File: config.mk
export PLATFORM = sky130hd
export DESIGN_NAME = onehot_stream_encoder
export DESIGN_NICKNAME = d
export VERILOG_FILES = /design/src/rtl/enc_pkg.sv /design/src/rtl/prio_enc8.sv /design/src/rtl/onehot_stream_encoder.sv
export SDC_FILE = /design/constraint.sdc
export NUM_CORES = 1
export LEC_CHECK = 0
export ABC_CLOCK_PERIOD_IN_PS = 4800
export CORE_MARGIN = 4
export CORE_UTILIZATION = 50
export CTS_CLUSTER_SIZE = 16
export DETAILED_ROUTE_END_ITERATION = 10
export HOLD_SLACK_MARGIN = 0.02
export PLACE_DENSITY_LB_ADDON = 0.1
export SYNTH_ARGS = -nofsm -noshare
export SYNTH_HDL_FRONTEND = slang
export SYNTH_SLANG_ARGS = --single-unit
File: constraint.sdc
create_clock -name i_clk -period 4.8 [get_ports i_clk]
set_clock_uncertainty 0.1 [all_clocks]
set_input_delay 0.72 -clock i_clk [delete_from_list [all_inputs] [get_ports i_clk]]
set_output_delay 0.72 -clock i_clk [all_outputs]
set_load 0.005 [all_outputs]
File: src/rtl/enc_pkg.sv
// Shared state type, default sizing and helpers for the one-hot stream encoder.
package enc_pkg;

  localparam int unsigned ENC_WIDTH  = 8;
  localparam int unsigned ENC_CODE_W = 3;

  typedef enum logic [0:0] {
    IDLE = 1'b0,
    EMIT = 1'b1
  } state_e;

  // True when at most one bit of vec is set.
  function automatic logic is_single(input logic [ENC_WIDTH-1:0] vec);
    return (vec & (vec - ENC_WIDTH'(1))) == '0;
  endfunction

endpackage

File: src/rtl/prio_enc8.sv
// Combinational priority encoder: index of the lowest (or highest) set bit plus an any-bit flag.
// Index is 0 when no bit is set.
module prio_enc8
  import enc_pkg::*;
#(
  parameter int unsigned WIDTH     = ENC_WIDTH,
  parameter int unsigned CODE_W    = ENC_CODE_W,
  parameter bit          MSB_FIRST = 1'b0
) (
  input  logic [WIDTH-1:0]  i_vec,
  output logic [CODE_W-1:0] o_idx,
  output logic              o_any
);

  // The last matching assignment wins, so loop direction sets the priority.
  always_comb begin
    o_idx = '0;
    o_any = |i_vec;
    if (MSB_FIRST) begin
      for (int i = 0; i < int'(WIDTH); i++) begin
        if (i_vec[i]) o_idx = CODE_W'(i);
      end
    end else begin
      for (int i = int'(WIDTH) - 1; i >= 0; i--) begin
        if (i_vec[i]) o_idx = CODE_W'(i);
      end
    end
  end

endmodule

File: src/rtl/onehot_stream_encoder.sv
// Streams the index code of every set bit of an accepted request vector, one beat per cycle.
// Define ENC_MSB_FIRST_EN to emit the highest set bit first instead of the lowest.
module onehot_stream_encoder
  import enc_pkg::*;
#(
  parameter int unsigned WIDTH  = ENC_WIDTH,
  parameter int unsigned CODE_W = ENC_CODE_W
) (
  input  logic              i_clk,
  input  logic              i_rst,
  input  logic              i_in_valid,
  output logic              o_in_ready,
  input  logic [WIDTH-1:0]  i_in_vec,
  output logic              o_out_valid,
  input  logic              i_out_ready,
  output logic [CODE_W-1:0] o_out_code,
  output logic              o_out_last,
  output logic              o_zero_seen
);

`ifdef ENC_MSB_FIRST_EN
  localparam bit MsbFirst = 1'b1;
`else
  localparam bit MsbFirst = 1'b0;
`endif

  state_e            r_state;
  state_e            w_state_nxt;
  logic [WIDTH-1:0]  r_pending;
  logic [WIDTH-1:0]  w_pending_nxt;
  logic [WIDTH-1:0]  w_sel;
  logic              r_zero_seen;
  logic [CODE_W-1:0] w_idx;
  logic              w_any;
  logic              w_last;
  logic              w_beat;
  logic              w_accept;

  prio_enc8 #(
    .WIDTH    (WIDTH),
    .CODE_W   (CODE_W),
    .MSB_FIRST(MsbFirst)
  ) u_prio (
    .i_vec(r_pending),
    .o_idx(w_idx),
    .o_any(w_any)
  );

  // pending is zero whenever the block is idle, so w_any gates out_last off in IDLE.
  assign w_last      = w_any & is_single(r_pending);
  assign w_sel       = {{(WIDTH-1){1'b0}}, 1'b1} << w_idx;
  assign o_out_valid = (r_state == EMIT);
  assign o_out_code  = w_idx;
  assign o_out_last  = w_last;
  assign o_zero_seen = r_zero_seen;
  assign w_beat      = o_out_valid & i_out_ready;
  assign o_in_ready  = ~i_rst & ((r_state == IDLE) | (w_beat & w_last));
  assign w_accept    = i_in_valid & o_in_ready;

  always_comb begin
    w_pending_nxt = r_pending;
    w_state_nxt   = r_state;
    if (w_beat) begin
      w_pending_nxt = r_pending & ~w_sel;
      if (w_last) w_state_nxt = IDLE;
    end
    // A nonzero vector handed off on the last beat reloads with no bubble.
    if (w_accept && (i_in_vec != '0)) begin
      w_pending_nxt = i_in_vec;
      w_state_nxt   = EMIT;
    end
  end

  always_ff @(posedge i_clk) begin
    if (i_rst) begin
      r_state     <= IDLE;
      r_pending   <= '0;
      r_zero_seen <= 1'b0;
    end else begin
      r_state     <= w_state_nxt;
      r_pending   <= w_pending_nxt;
      r_zero_seen <= w_accept & (i_in_vec == '0);
    end
  end

endmodule

==> impl_metrics.tcl, run 1 <==
set metrics [dict create \
    hold_class "flop to flop" \
    die_h_um 45.80 \
    routed_wl_um 1640 \
    postCtsHoldBufs 0 \
    nets 116 \
    die_w_um 45.80 \
    antenna_found_initial 0 \
    status "finished, final reports clean" \
    drt_iter0_drc 27 \
    clock_path_buffers 2 \
    synthArstFlopShare 0 \
    synth_most_common_cell "nor2_1" \
    antennaDiodeCount 0 \
    critPathLaunch "r_pending[3]$_SDFFE_PP0P_" \
    grt_pass1_wl_um 2711 \
    ys_seq_elements 10 \
    synth_cell_types 33 \
    fmax_mhz 307.9 \
    placed_area_sq_um 893.4 \
    maxCapViolations 0 \
    drt-pass1-iter-count 4 \
    synthCells 84 \
    synth_top_cells_by_area "dfxtp_1, mux2_4, nor2_1, nand2b_1, nor2b_1" \
    clk_pin_slew_worst_paths_ns 0.07 \
    wl_per_cell_um 13.90 \
    routed_via_density 6.051 \
    path_class "flop to output port" \
    ys_seq_area_frac 0.2802 \
    cts_sinks 10 \
    place_hpwl_um 1237 \
    vdd.ir_drop.worst_mv 0.1788 \
    worstPathArrival_ns 2.43 \
    drtAntennaViolNets 0 \
    vias 714 \
    synth.avg_cell_area_sq_um 8.505 \
    fin_hold_ws_ns 0.5827 \
    utilization 0.7056 \
    synth_top_area_frac 0.2802 \
    period_share 0.6766 \
    cts_resized 0 \
    syn_to_final_growth_pct 30.12 \
    relSlewSlack 0.4509 \
    ff2ff_path_depth 5 \
    synth_common_cells "nor2_1, dfxtp_1, mux2_4" \
    critPathRequiredTime_ns 3.98 \
    cpLargestDelayFamily "simple AND/OR/NAND/NOR gates" \
    overflow 0 \
    synth.net_count 96 \
    finalHoldViolCount 0 \
    rsz0062_at_grt "false" \
    synth_warnings 0 \
    crit_end "o_in_ready" \
    clockRootBuffer "clkbuf_4" \
    fin_total_pwr_uw 306.7 \
    yosys.area.top_type "dfxtp_1" \
    crit_slowest_cell "or4_4" \
    cp-start-kind "flop" \
    rows 13 \
    powerDensity_mw_per_mm2 329.9 \
    p_leak_nw 0.3644 \
    gp_congestion 0.8476 \
    port-buffer-count 18 \
    r2r_end "r_pending[4]$_SDFFE_PP0P_" \
    post_cts_buffers 0 \
    die_area_sq_mm 0.002098 \
    r2r_slack_ns 2.62 \
    seq_area_sq_um 200.2 \
    synth_edf_count 0 \
    grt_max_degree 12 \
    grt.total_usage 0.1763 \
    io_pins 19 \
    slew_viol_final 0 \
    crit_path_end_kind "output port" \
    clk_latency_ns 0.26 \
    critPathBufInv 1 \
    multi_input_area_sq_um 479.2 \
    htreeDepth 1 \
    drive_gt1_frac 0.1456 \
    path_depth 6 \
    fillers 111 \
    cts_tree "yes" \
    path_max_fanout 9 \
    grt_pass1_vias 629 \
    fin_setup_tns_ns 0 \
    cts_buffers 3 \
    cpPeakStageDelay_ns 0.57 \
    finalCriticalPeriod_ns 3.248 \
    synthesis.area_sq_um 714.4 \
    initial_utilization 0.5423 \
    tightestPinTransition_ns 0.8133 \
    cp_cell_sequence "or4_4, mux2i_1, and4_4, nand2b_1, nor2_1, clkdlybuf4s50_1" \
    synth_flop_cell "dfxtp_1" \
    drc_errors 0 \
    fin_area_sq_um 929.6 \
    core_area_sq_mm 0.001318 \
    reg2reg_from "r_pending[3]$_SDFFE_PP0P_" \
    setup_viol 0 \
]
[metrics by stage]
| step | instances | worst slack [ns] |
|---|---|---|
| 3_3_place_gp | 114 | 1.641 |
| 2_1_floorplan | 84 | 2.414 |
| 6_report | 118 | 1.552 |
| 5_1_grt | 118 | 1.397 |
| 3_5_place_dp | 114 | 1.573 |
| 4_1_cts | 118 | 1.543 |
[worst min-delay path by stage]
stage	from	to	slack, ns	depth (start not counted)
4_1_cts	r_pending[1]$_SDFFE_PP0P_	r_pending[1]$_SDFFE_PP0P_	0.58	4
2_1_floorplan	r_pending[1]$_SDFFE_PP0P_	r_pending[1]$_SDFFE_PP0P_	0.50	4
6_report	r_pending[1]$_SDFFE_PP0P_	r_pending[1]$_SDFFE_PP0P_	0.58	4
3_3_place_gp	r_pending[1]$_SDFFE_PP0P_	r_pending[1]$_SDFFE_PP0P_	0.56	4
3_5_place_dp	r_pending[1]$_SDFFE_PP0P_	r_pending[1]$_SDFFE_PP0P_	0.57	4
5_1_grt	r_pending[1]$_SDFFE_PP0P_	r_pending[1]$_SDFFE_PP0P_	0.66	4
[cells in the final DEF (no fill, tap or decap), drive strengths merged]
cell / count
clkdlybuf4s50: 18
a311oi: 2
nand2b: 6
and4: 1
nor3: 1
a21oi: 3
mux2i: 1
dfxtp: 10
nor2b: 5
a31oi: 1
o211ai: 1
o41ai: 1
o31ai: 1
o21ai: 4
or4: 1
nand2: 4
nand3: 2
nor3b: 1
maj3: 1
or2: 1
nor4: 4
nand4: 1
clkbuf: 4
o22a: 1
o311ai: 1
inv: 4
nor4b: 2
o221ai: 1
nor2: 12
and3b: 1
mux2: 7
[cell families (layout without fill, tap and decap cells)]
family | count (synthesis) | after routing | synth area share
AO/OA/AOI/OAI | 16 | 16 | 0.1524
adder cells (fa/ha/maj) | 1 | 1 | 0.01401
buffers and inverters | 7 | 26 | 0.04902
flip-flops | 10 | 10 | 0.2802
multiplexers | 8 | 8 | 0.1611
AND/OR/NAND/NOR | 42 | 42 | 0.3433
[report_power, final]
group          internal (mW)  total [mW]  switching (mW)
Clock                 0.0460      0.0769          0.0309
Combinational         0.0717       0.122          0.0504
Sequential            0.0918       0.108          0.0159
Total                  0.210       0.307          0.0972
[cell type report]
| class | instances | area share |
|---|---|---|
| inverters | 4 | 0.01615 |
| flip-flops and latches | 10 | 0.2153 |
| clock buffers | 4 | 0.03903 |
| repair buffers | 18 | 0.1938 |
| multi-input cells | 67 | 0.5155 |
| well taps | 15 | 0.02019 |
[layer usage]
layer,vias to the layer above,GRT usage,part of all wire
li1,357,-,-
met5,-,0,0
met2,26,0.2563,0.42
met1,329,0.2518,0.51
met4,0,0.06818,0.0079
met3,2,0.03557,0.065
[state kept, by name, indices dropped and copies added, names as in the netlist]
register,flops
r_pending,8
o_out_valid,1
o_zero_seen,1
[tightest hold or removal path, stage by stage, from the launching register on]
cell     delay, ns
dfxtp_1       0.36
inv_1         0.09
nor3_1        0.05
o21ai_0       0.06
o21ai_0       0.07
No activity file was read; power rests on OpenSTA's default activity.
==> inputs of run 2 (changes only) <==
--- a/config.mk
+++ b/config.mk
@@ -5,9 +5,9 @@
 export SDC_FILE = /design/constraint.sdc
 export NUM_CORES = 1
 export LEC_CHECK = 0
-export ABC_CLOCK_PERIOD_IN_PS = 4800
+export ABC_CLOCK_PERIOD_IN_PS = 3000
 export CORE_MARGIN = 4
-export CORE_UTILIZATION = 50
+export CORE_UTILIZATION = 46
 export CTS_CLUSTER_SIZE = 16
 export DETAILED_ROUTE_END_ITERATION = 10
 export HOLD_SLACK_MARGIN = 0.02
==> constraint.sdc (replaced) <==
create_clock -name i_clk -period 3 [get_ports i_clk]
set_clock_uncertainty 0.1 [all_clocks]
set_input_delay 0.45 -clock i_clk [delete_from_list [all_inputs] [get_ports i_clk]]
set_output_delay 0.45 -clock i_clk [all_outputs]
set_load 0.005 [all_outputs]
==> run 2 against run 1 <==
  * Total power rose by 63%
  * Clock-buffer cell count stayed put
  * First-iteration DRC count increased by 7.4%
  * Clock power increased by 57%
  * Sequential power up 60%
==> impl_metrics.tcl, run 2 (same netlist as run 1, synthesis figures left out) <==
set metrics [dict create \
    grt_pass1_vias 612 \
    cts_tree "yes" \
    antenna_found_initial 0 \
    routed_via_density 5.891 \
    cp-start-kind "flop" \
    overflow 0 \
    drive_gt1_frac 0.1923 \
    hold_class "flop to flop" \
    clk_latency_ns 0.26 \
    clock_path_buffers 2 \
    wl_per_cell_um 13.97 \
    die_w_um 47.41 \
    status "finished, final reports clean" \
    place_hpwl_um 1320 \
    slew_viol_final 0 \
    die_h_um 47.41 \
    die_area_sq_mm 0.002248 \
    layout_commonest_cell "clkdlybuf4s50_1" \
    grt_max_degree 12 \
    fin_setup_tns_ns 0 \
    drc_errors 0 \
    worstPathArrival_ns 2.09 \
    setup_viol 0 \
    drtAntennaViolNets 0 \
    port-buffer-count 18 \
    crit_path_end_kind "output port" \
    p_leak_nw 0.3802 \
    maxCapViolations 0 \
    gp_congestion 0.8437 \
    core_area_sq_mm 0.001383 \
    fin_total_pwr_uw 499.0 \
    powerDensity_mw_per_mm2 526.9 \
    clockRootBuffer "clkbuf_4" \
    grt.total_usage 0.1714 \
    io_pins 19 \
    cts_buffers 3 \
    cts_sinks 10 \
    finalCriticalPeriod_ns 2.644 \
    grt_pass1_wl_um 2697 \
    tightestPinTransition_ns 0.4067 \
    nets 117 \
    finalHoldViolCount 0 \
    path_class "flop to output port" \
    drt-pass1-iter-count 4 \
    rsz0062_at_grt "false" \
    top_register "r_pending" \
    fmax_mhz 378.3 \
    syn_to_final_growth_pct 32.57 \
    critPathRequiredTime_ns 2.45 \
    rows 13 \
    period_share 0.8812 \
    clk_pin_slew_worst_paths_ns 0.07 \
    relSlewSlack 0.7263 \
    routed_wl_um 1663 \
    htreeDepth 1 \
    vias 701 \
    initial_utilization 0.5167 \
    largest_reg_flops 8 \
    vdd.ir_drop.worst_mv 0.3761 \
    drt_iter0_drc 29 \
    antennaDiodeCount 0 \
    path_max_fanout 8 \
    layout_common_cells "clkdlybuf4s50_1, nor2_1, mux2_4, dfxtp_1, nand2b_1" \
]
-- run 2: cell types whose count changed in the layout (fill, tap and decap cells not counted) --
cell,change
buf_4,+1
clkdlybuf4s50_1,-1
dfxtp_1,-3
dfxtp_2,+3
dlymetal6s2s_1,+1
mux2i_1,-1
mux2i_2,+1
-- run 2: final cells by class --
class	count	area, sq um
clock buffer	4	36.28
multi-input combinational	67	483.0
timing repair buffer	19	190.2
sequential	10	203.9
tap	15	18.77
fill	108	435.4
inverter	4	15.01
-- run 2: final timing paths --
path / cells after the start / from / slack, ns / endpoint
max: 6 / r_pending[2]$_SDFFE_PP0P_ / 0.36 / o_in_ready
min: 4 / r_pending[1]$_SDFFE_PP0P_ / 0.63 / r_pending[1]$_SDFFE_PP0P_
max reg2reg: 5 / r_pending[2]$_SDFFE_PP0P_ / 0.82 / r_pending[3]$_SDFFE_PP0P_
min reg2reg: 4 / r_pending[1]$_SDFFE_PP0P_ / 0.63 / r_pending[1]$_SDFFE_PP0P_
-- run 2: what timing repair did --
action	CTS	global route
buffers inserted	0	0
hold buffers	0	0
gates resized for setup	0	5
endpoints found under the setup margin	0	1
hold endpoints to repair	0	0
-- run 2: per-layer routing --
metal	GRT usage	up-vias	wire length, um
met3	0.02256	4	133
met1	0.2500	317	735
met2	0.2460	27	755
met4	0.08287	0	40
met5	0	-	0
li1	-	353	-
-- run 2: per-stage QoR --
step                hold WS [ns]  utilization  instances  area, sq um  setup WS (ns)
finish                    0.6348       0.6851        119        947.2         0.3563
global route              0.6761       0.6851        119        947.2         0.2517
CTS                       0.6522       0.6778        119        937.1       0.007479
detailed placement        0.6448       0.6516        115        900.9         0.3127
global placement          0.5691       0.6516        115        900.9         0.3428
floorplan                 0.4899            -         84        714.4         0.8838
-- run 2: worst max-delay path: stages, from the launching register on --
cell	delay, ns
dfxtp_2	0.36
or4_4	0.58
mux2i_2	0.24
and4_4	0.29
nand2b_1	0.15
nor2_1	0.05
dlymetal6s2s_1	0.16
-- run 2: report_power, final --
part | switching [mW] | leakage (nW) | internal (mW) | total [mW]
sequential | 0.0247 | 0.0834 | 0.148 | 0.173
combinational | 0.0847 | 0.276 | 0.121 | 0.205
clock | 0.0473 | 0.0210 | 0.0737 | 0.121
